$ cat src/rtl/coprocessor_avalon_pkg.sv
// Shared types and constants for the coprocessor Avalon-MM master.
package coprocessor_avalon_pkg;

    localparam int          DATA_W = 32;
    localparam logic [3:0]  BE_ALL = 4'hF;

    typedef enum logic [1:0] {
        ST_IDLE = 2'd0,
        ST_BUS  = 2'd1,
        ST_RESP = 2'd2
    } state_t;

endpackage

$ cat src/rtl/coprocessor_avalon_master_if.sv
// Command/response and Avalon-MM signal bundle for the coprocessor master.
interface coprocessor_avalon_master_if #(parameter int ADDR_W = 32);
    import coprocessor_avalon_pkg::*;

    logic              cmd_valid;
    logic              cmd_ready;
    logic              cmd_write;
    logic [ADDR_W-1:0] cmd_addr;
    logic [DATA_W-1:0] cmd_wdata;
    logic              rsp_valid;
    logic [DATA_W-1:0] rsp_rdata;
    logic              rsp_error;
    logic              busy;
    logic [ADDR_W-1:0] avm_address;
    logic              avm_read;
    logic              avm_write;
    logic [DATA_W-1:0] avm_writedata;
    logic [3:0]        avm_byteenable;
    logic [DATA_W-1:0] avm_readdata;
    logic              avm_waitrequest;

    // master = the bridge itself; slave = coprocessor plus Avalon fabric around it
    modport master (
        input  cmd_valid, cmd_write, cmd_addr, cmd_wdata, avm_readdata, avm_waitrequest,
        output cmd_ready, rsp_valid, rsp_rdata, rsp_error, busy,
               avm_address, avm_read, avm_write, avm_writedata, avm_byteenable
    );

    modport slave (
        output cmd_valid, cmd_write, cmd_addr, cmd_wdata, avm_readdata, avm_waitrequest,
        input  cmd_ready, rsp_valid, rsp_rdata, rsp_error, busy,
               avm_address, avm_read, avm_write, avm_writedata, avm_byteenable
    );

endinterface

$ cat src/rtl/coprocessor_wait_timer.sv
// Counts stalled bus cycles; expired flags the last allowed waitrequest cycle.
module coprocessor_wait_timer #(
    parameter int TIMEOUT = 1024
) (
    input  logic clk,
    input  logic reset,
    input  logic clear,
    input  logic count_en,
    output logic expired
);

    localparam int CNT_W = (TIMEOUT > 2) ? $clog2(TIMEOUT) : 1;

    logic [CNT_W-1:0] count_q;

    always_ff @(posedge clk) begin
        if (reset || clear)
            count_q <= '0;
        else if (count_en && !expired)
            count_q <= count_q + 1'b1;
    end

    assign expired = (count_q == CNT_W'(TIMEOUT - 1));

endmodule

$ cat src/rtl/coprocessor_avalon_master.sv
// Single-outstanding Avalon-MM master for coprocessor commands.
// Optional waitrequest timeout enabled by defining COPROC_MASTER_TIMEOUT_EN.
module coprocessor_avalon_master
    import coprocessor_avalon_pkg::*;
#(
    parameter int ADDR_W  = 32,
    parameter int TIMEOUT = 1024
) (
    input  logic                          clk,
    input  logic                          reset,
    coprocessor_avalon_master_if.master   bus
);

    state_t            state_q, state_d;
    logic              accept;
    logic              done;
    logic              write_q;
    logic [ADDR_W-1:0] addr_q;
    logic [DATA_W-1:0] wdata_q;
    logic [DATA_W-1:0] rdata_q;

`ifdef COPROC_MASTER_TIMEOUT_EN
    logic timer_expired;
    logic error_q;

    coprocessor_wait_timer #(.TIMEOUT(TIMEOUT)) u_wait_timer (
        .clk      (clk),
        .reset    (reset),
        .clear    (accept),
        .count_en ((state_q == ST_BUS) && bus.avm_waitrequest),
        .expired  (timer_expired)
    );
`endif

    always_ff @(posedge clk) begin
        if (reset)
            state_q <= ST_IDLE;
        else
            state_q <= state_d;
    end

    always_comb begin
        state_d = state_q;
        accept  = 1'b0;
        done    = 1'b0;
        case (state_q)
            ST_IDLE: begin
                if (bus.cmd_valid) begin
                    accept  = 1'b1;
                    state_d = ST_BUS;
                end
            end
            ST_BUS: begin
                // completion takes priority over a timeout landing in the same cycle
                if (!bus.avm_waitrequest) begin
                    done    = 1'b1;
                    state_d = ST_RESP;
                end
`ifdef COPROC_MASTER_TIMEOUT_EN
                else if (timer_expired) begin
                    state_d = ST_RESP;
                end
`endif
            end
            ST_RESP: state_d = ST_IDLE;
            default: state_d = ST_IDLE;
        endcase
    end

    always_ff @(posedge clk) begin
        if (reset) begin
            write_q <= 1'b0;
            addr_q  <= '0;
            wdata_q <= '0;
            rdata_q <= '0;
`ifdef COPROC_MASTER_TIMEOUT_EN
            error_q <= 1'b0;
`endif
        end else begin
            if (accept) begin
                write_q <= bus.cmd_write;
                addr_q  <= {bus.cmd_addr[ADDR_W-1:2], 2'b00};
                wdata_q <= bus.cmd_wdata;
            end
            if (state_q == ST_BUS && state_d == ST_RESP) begin
                rdata_q <= (done && !write_q) ? bus.avm_readdata : '0;
`ifdef COPROC_MASTER_TIMEOUT_EN
                error_q <= !done;
`endif
            end
        end
    end

    assign bus.cmd_ready      = (state_q == ST_IDLE);
    assign bus.busy           = (state_q != ST_IDLE);
    assign bus.avm_read       = (state_q == ST_BUS) && !write_q;
    assign bus.avm_write      = (state_q == ST_BUS) && write_q;
    assign bus.avm_address    = addr_q;
    assign bus.avm_writedata  = wdata_q;
    assign bus.avm_byteenable = BE_ALL;
    assign bus.rsp_valid      = (state_q == ST_RESP);
    assign bus.rsp_rdata      = rdata_q;
`ifdef COPROC_MASTER_TIMEOUT_EN
    assign bus.rsp_error      = error_q;
`else
    assign bus.rsp_error      = 1'b0;
`endif

endmodule

$ cat src/flat_wrapper.sv
// flat-port wrapper written by rule: the top's interface ports become plain ports
module coprocessor_avalon_master_flat import coprocessor_avalon_pkg::*;
#(
    parameter int ADDR_W  = 32,
    parameter int TIMEOUT = 1024
)
  (clk, reset, bus_cmd_valid, bus_cmd_write, bus_cmd_addr, bus_cmd_wdata, bus_avm_readdata, bus_avm_waitrequest, bus_cmd_ready, bus_rsp_valid, bus_rsp_rdata, bus_rsp_error, bus_busy, bus_avm_address, bus_avm_read, bus_avm_write, bus_avm_writedata, bus_avm_byteenable);
  coprocessor_avalon_master_if #(.ADDR_W(ADDR_W)) bus_i ();
  input  logic clk;
  input  logic reset;
  input wire logic [$bits(bus_i.cmd_valid)-1:0] bus_cmd_valid;
  input wire logic [$bits(bus_i.cmd_write)-1:0] bus_cmd_write;
  input wire logic [$bits(bus_i.cmd_addr)-1:0] bus_cmd_addr;
  input wire logic [$bits(bus_i.cmd_wdata)-1:0] bus_cmd_wdata;
  input wire logic [$bits(bus_i.avm_readdata)-1:0] bus_avm_readdata;
  input wire logic [$bits(bus_i.avm_waitrequest)-1:0] bus_avm_waitrequest;
  output wire logic [$bits(bus_i.cmd_ready)-1:0] bus_cmd_ready;
  output wire logic [$bits(bus_i.rsp_valid)-1:0] bus_rsp_valid;
  output wire logic [$bits(bus_i.rsp_rdata)-1:0] bus_rsp_rdata;
  output wire logic [$bits(bus_i.rsp_error)-1:0] bus_rsp_error;
  output wire logic [$bits(bus_i.busy)-1:0] bus_busy;
  output wire logic [$bits(bus_i.avm_address)-1:0] bus_avm_address;
  output wire logic [$bits(bus_i.avm_read)-1:0] bus_avm_read;
  output wire logic [$bits(bus_i.avm_write)-1:0] bus_avm_write;
  output wire logic [$bits(bus_i.avm_writedata)-1:0] bus_avm_writedata;
  output wire logic [$bits(bus_i.avm_byteenable)-1:0] bus_avm_byteenable;
  assign bus_i.cmd_valid = bus_cmd_valid;
  assign bus_i.cmd_write = bus_cmd_write;
  assign bus_i.cmd_addr = bus_cmd_addr;
  assign bus_i.cmd_wdata = bus_cmd_wdata;
  assign bus_i.avm_readdata = bus_avm_readdata;
  assign bus_i.avm_waitrequest = bus_avm_waitrequest;
  assign bus_cmd_ready = bus_i.cmd_ready;
  assign bus_rsp_valid = bus_i.rsp_valid;
  assign bus_rsp_rdata = bus_i.rsp_rdata;
  assign bus_rsp_error = bus_i.rsp_error;
  assign bus_busy = bus_i.busy;
  assign bus_avm_address = bus_i.avm_address;
  assign bus_avm_read = bus_i.avm_read;
  assign bus_avm_write = bus_i.avm_write;
  assign bus_avm_writedata = bus_i.avm_writedata;
  assign bus_avm_byteenable = bus_i.avm_byteenable;
  coprocessor_avalon_master #(.ADDR_W(ADDR_W), .TIMEOUT(TIMEOUT)) u_core (.clk(clk), .reset(reset), .bus(bus_i));
endmodule
$ cat config.mk
export PLATFORM = sky130hd
export DESIGN_NAME = coprocessor_avalon_master_flat
export DESIGN_NICKNAME = d
export VERILOG_FILES = /design/src/rtl/coprocessor_avalon_pkg.sv /design/src/rtl/coprocessor_avalon_master_if.sv /design/src/rtl/coprocessor_wait_timer.sv /design/src/rtl/coprocessor_avalon_master.sv /design/src/flat_wrapper.sv
export SDC_FILE = /design/constraint.sdc
export NUM_CORES = 1
export LEC_CHECK = 0
export ABC_AREA = 1
export CAP_MARGIN = 20
export CORE_ASPECT_RATIO = 1.75
export CORE_MARGIN = 10
export CORE_UTILIZATION = 34
export CTS_CLUSTER_SIZE = 12
export DETAILED_ROUTE_END_ITERATION = 7
export PLACE_DENSITY = 0.75
export SYNTH_ARGS = -nofsm -noshare
export SYNTH_HDL_FRONTEND = slang
export SYNTH_HIERARCHICAL = 1
export SYNTH_SLANG_ARGS = --single-unit
$ cat constraint.sdc
create_clock -name clk -period 1.2 [get_ports clk]
set_clock_uncertainty 0.2 [all_clocks]
set_input_delay 0.24 -clock clk [delete_from_list [all_inputs] [get_ports clk]]
set_output_delay 0.24 -clock clk [all_outputs]
set_load 0.005 [all_outputs]
; ---- Word level (Yosys, flattened, before mapping)
; Index checks and enable logic that the tools add are counted.
[totals]
regBits = 97
wordCells = 23
[op_classes]
n_eq_ne = 3
mux = 8
reduce_logical = 7
[ops]
columns = cell, n
row1 = $mux W32, 1
row2 = $eq A2 B2 Y1 const B, 2
row3 = $logic_and A1 B1 Y1, 4
row4 = $mux W1, 4
row5 = $mux W2, 2
row6 = $pmux W2 S2, 1
row7 = $eq A2 B1 Y1 const B, 1
row8 = $logic_not A2 Y1, 1
row9 = $reduce_bool A2 Y1, 1
row10 = $logic_not A1 Y1, 1

; ---- Logic depth before layout (Yosys ltp)
[depth]
ltp_word = 4
ltp_mapped = 7
depth_no_buf = 5

; ---- Least setup slack after synthesis
; OpenSTA, ideal clock, no wires.
[synth_timing]
kind = reg-to-output
from = register u_core.state_q[0]
to = output port bus_avm_read
stages_incl_launch_ff = 6
slack_ps = -187
path_buffers = 1
t_arrival_ps = 947
path_cell_list = dfxtp_1 inv_1 nor2_4 buf_6 inv_1 nor2_1
[synth_via]
elab_chain_cells = 2
[synth_lines]
columns = element, line
row1 = start: declaration, coprocessor_avalon_master.sv:14  ; state_t state_q, state_d;
row2 = start signal: assignment, coprocessor_avalon_master.sv:39  ; state_q <= state_d;
row3 = $eq A2 B1 Y1, coprocessor_avalon_master.sv:96  ; assign bus.avm_read = (state_q == ST_BUS) && !write_q;
row4 = $logic_and A1 B1 Y1, coprocessor_avalon_master.sv:96
row5 = end: declaration, flat_wrapper.sv:23  ; output wire logic [$bits(bus_i.avm_read)-1:0] bus_avm_read;
; Every way passes these cells.

; ---- Worst setup path after layout
[layout_timing]
from = register u_core.state_q[0]
to = register u_core.addr_q[27] (netlist: u_core/bus.avm_address[27])
[layout_via]
elab_chain_cells = 2
[layout_lines]
columns = element, line
row1 = $logic_not A2 Y1, coprocessor_avalon_master.sv:46  ; case (state_q)
row2 = $mux W1, coprocessor_avalon_master.sv:46
row3 = end signal: assignment, coprocessor_avalon_master.sv:82  ; addr_q <= {bus.cmd_addr[ADDR_W-1:2], 2'b00};
row4 = end: declaration, coprocessor_avalon_master.sv:18  ; logic [ADDR_W-1:0] addr_q;
; Every way passes these cells.
; A chain may end at the register's enable or synchronous reset.

==> impl_metrics.yaml <==
route:
  wl_um: 15610
  num_vias: 4057
  wl_met1_um: 5240
  wl_per_cell_um: 18.99
  drtAntennaViolNets: 0
  route.met2.wl_um: 8612
  drc_errors: 0
  dr.pass1.iters: 4
  wl_met3_um: 1263
  routed_via_density: 4.936
  top_layer_used: "met4"
  dr.first_iter.drc_count: 158
yosys:
  syn_avg_cell_area_um2: 8.229
  synthDominantCellAreaShare: 0.5315
  syn_area_um2: 3654
  synth_mux_area_frac: 0
  yosys.area.top_type: "dfxtp_1"
  yosysSeqAreaShare: 0.5315
  ys_top_cells_by_area: "dfxtp_1 53%, nor2_1 12%, o21ai_0 6.3%, nand4_1 5.5%, a21oi_1 4.5%"
  syn_inst: 444
  synth_compound_area_frac: 0.1315
  synth-simple-area-share: 0.2401
  synth_fa_ha_area_frac: 0
  synth_top_family_by_area: "simple AND/OR/NAND/NOR gates"
  synth_cell_type_count: 18
  ys_warn_count: 6
  synth_seq_cells: 97
  synth-xor-area-share: 0
global_routing:
  antenna_found_initial: 0
  grt_start_max_net_pins: 35
  grt_overflow: 0
  grt_pass1_wl_um: 20970
  grt.total_usage: 0.1694
  grt_pass1_vias: 3943
sta:
  fmax_mhz: 630.7
  period_share: 1.321
  final_max_slew_viol_count: 0
  period_minus_slack_ns: 1.586
  hold_violations: 0
  setup_violations: 187
  rsz0062_at_grt: "yes"
  tns_ns: -33.53
  setup_slack_ns: -0.3856
  fin_hold_ws_ns: 0.2569
status:
  status: "finished with violations"
  failed_checks: "negative setup slack"
final_layout:
  antennaDiodeCount: 0
  finalNetCount: 789
  drive_above_1_share: 0.5477
  area_growth_pct: 101.1
  fill_cells: 782
  stdcell_count: 822
critical_path:
  crit_family: "buffers and inverters"
  crit_path_cell_trace: "buf_6, nor2_4, buf_8, nand2_8, buf_4, o21ai_1, nor2_1"
  r2r_start: "u_core/state_q[0]"
  worstPathArrival_ns: 1.60
  startpoint_type: "flip-flop"
  crit_start: "u_core/state_q[0]"
  critPathSlowestCell: "dfxtp_2"
  worst-path-buf-inv: 3
  slowest_delay_ns: 0.33
  critPathKind: "reg2reg"
  critPathMaxFanout: 8
  cp-end-kind: "flip-flop"
  worst-endpoint-required_ns: 1.22
floorplanning:
  core_um2: 10640
  die_area_um2: 15460
  row_count: 50
  die_h_um: 157.1
  die_x_um: 98.36
  io_pins: 207
  initial_core_util: 0.3435
power_and_ir_drop:
  ir_drop_uv: 951.9
  power.density_nw_per_um2: 1206
  leakage_nw: 3.051
clocking:
  cts_tree: "done"
  clock_latency_ns: 0.33
  clockBufferDepth: 2
  clock-root-buffer: "clkbuf_16"
  cts.clk_slew.worst_paths_ns: 0.06
  numCtsBuffers: 9
  cts_sinks: 97
  htree_levels: 3
min_path:
  hp-class: "reg2reg"
  min_from: "u_core/bus.rsp_rdata[23]"
placement:
  gp_congestion: 0.8080
  dpl.cell_count: 765
  dp_hpwl_um: 10080
  port_buffers: 197
job:
  cap_violations: 0
## path summary, 6_finish.rpt
kind                                 to  slack (ns)  cells past startpoint
min            u_core/bus.rsp_rdata[23]        0.26                      2
max          u_core/bus.avm_address[27]       -0.39                      7
min reg2reg    u_core/bus.rsp_rdata[23]        0.26                      2
max reg2reg  u_core/bus.avm_address[27]       -0.39                      7
## cells in the mapped netlist
cell type,n
buf_6,13
buf_2,7
nor2_2,10
nand2_4,1
conb_1,2
a21oi_1,33
dfxtp_1,97
nor2_4,2
nand4_1,32
o21ai_0,46
clkbuf_1,10
o21ai_1,17
nand2_1,33
nor2_1,120
inv_8,1
nand2_2,1
inv_1,7
buf_4,12
## layer usage
metal | GRT usage | vias up
li1 | - | 1943
met4 | 0.09390 | 0
met5 | 0 | -
met1 | 0.1594 | 1903
met3 | 0.05268 | 32
met2 | 0.3146 | 179
## area by class of cell
type	instances	area [um^2]	share of cell area
clock buffer	11	242.7	0.03303
inverter	8	45.04	0.006130
multi-input combinational	303	1799	0.2448
timing repair buffer	268	2955	0.4022
clock inverter	4	52.55	0.007151
sequential	97	2074	0.2823
tap	130	162.7	0.02214
timing repair inverter	1	16.27	0.002214
## cells in the final DEF (no fill, tap or decap), types with 5 or more instances in the layout
| cell type | instances |
|---|---|
| nor2_4 | 25 |
| clkdlybuf4s50_1 | 97 |
| clkbuf_16 | 15 |
| nor2_1 | 84 |
| buf_12 | 10 |
| dfxtp_4 | 5 |
| buf_6 | 96 |
| nand2_1 | 33 |
| o21ai_1 | 20 |
| buf_4 | 45 |
| nor2_2 | 23 |
| buf_2 | 6 |
| dfxtp_2 | 91 |
| conb_1 | 7 |
| o21ai_2 | 40 |
| nand4_1 | 32 |
| a21oi_1 | 32 |
## sequential cells by signal (all words and copies together) (netlist names)
name                      count
u_core/bus.avm_writedata     32
u_core/state_q                2
u_core/write_q                1
u_core/bus.avm_address       30
u_core/bus.rsp_rdata         32
## worst min-delay path, stage by stage, from the launching register on
cell,delay [ns]
dfxtp_2,0.32
nand2_1,0.05
a21oi_1,0.05
## power by group
part | total (mW) | switching (mW) | internal [mW]
registers | 3.67 | 0.175 | 3.49
logic | 2.30 | 0.957 | 1.35
clock network | 2.89 | 1.22 | 1.67
total | 8.86 | 2.35 | 6.51
## timing repair
item                                    CTS  global route
endpoints found under the setup margin  196           196
pin swaps                                 5            12
resized for setup                       597           128
gates cloned                              5             8
setup buffers                            11            18
hold buffers                              0             0
## cell families after synthesis
logic type	count (synthesis)
AND/OR/NAND/NOR	199
other	2
buffers and inverters	50
flip-flops	97
AO/OA/AOI/OAI	96
## stage by stage
| step | total power [mW] | cell area, um^2 | setup WS, ns | utilization |
|---|---|---|---|---|
| 2_1_floorplan | 4.305 | 3715 | -0.1351 | - |
| 5_1_grt | 9.218 | 7348 | -0.4598 | 0.6909 |
| 4_1_cts | 8.429 | 6528 | -0.3747 | 0.6138 |
| 3_3_place_gp | 5.258 | 5846 | -0.4727 | 0.5496 |
| 3_5_place_dp | 5.295 | 5846 | -0.4922 | 0.5496 |
| 6_report | 8.864 | 7348 | -0.3856 | 0.6909 |
(Power assumes the default switching activity.)
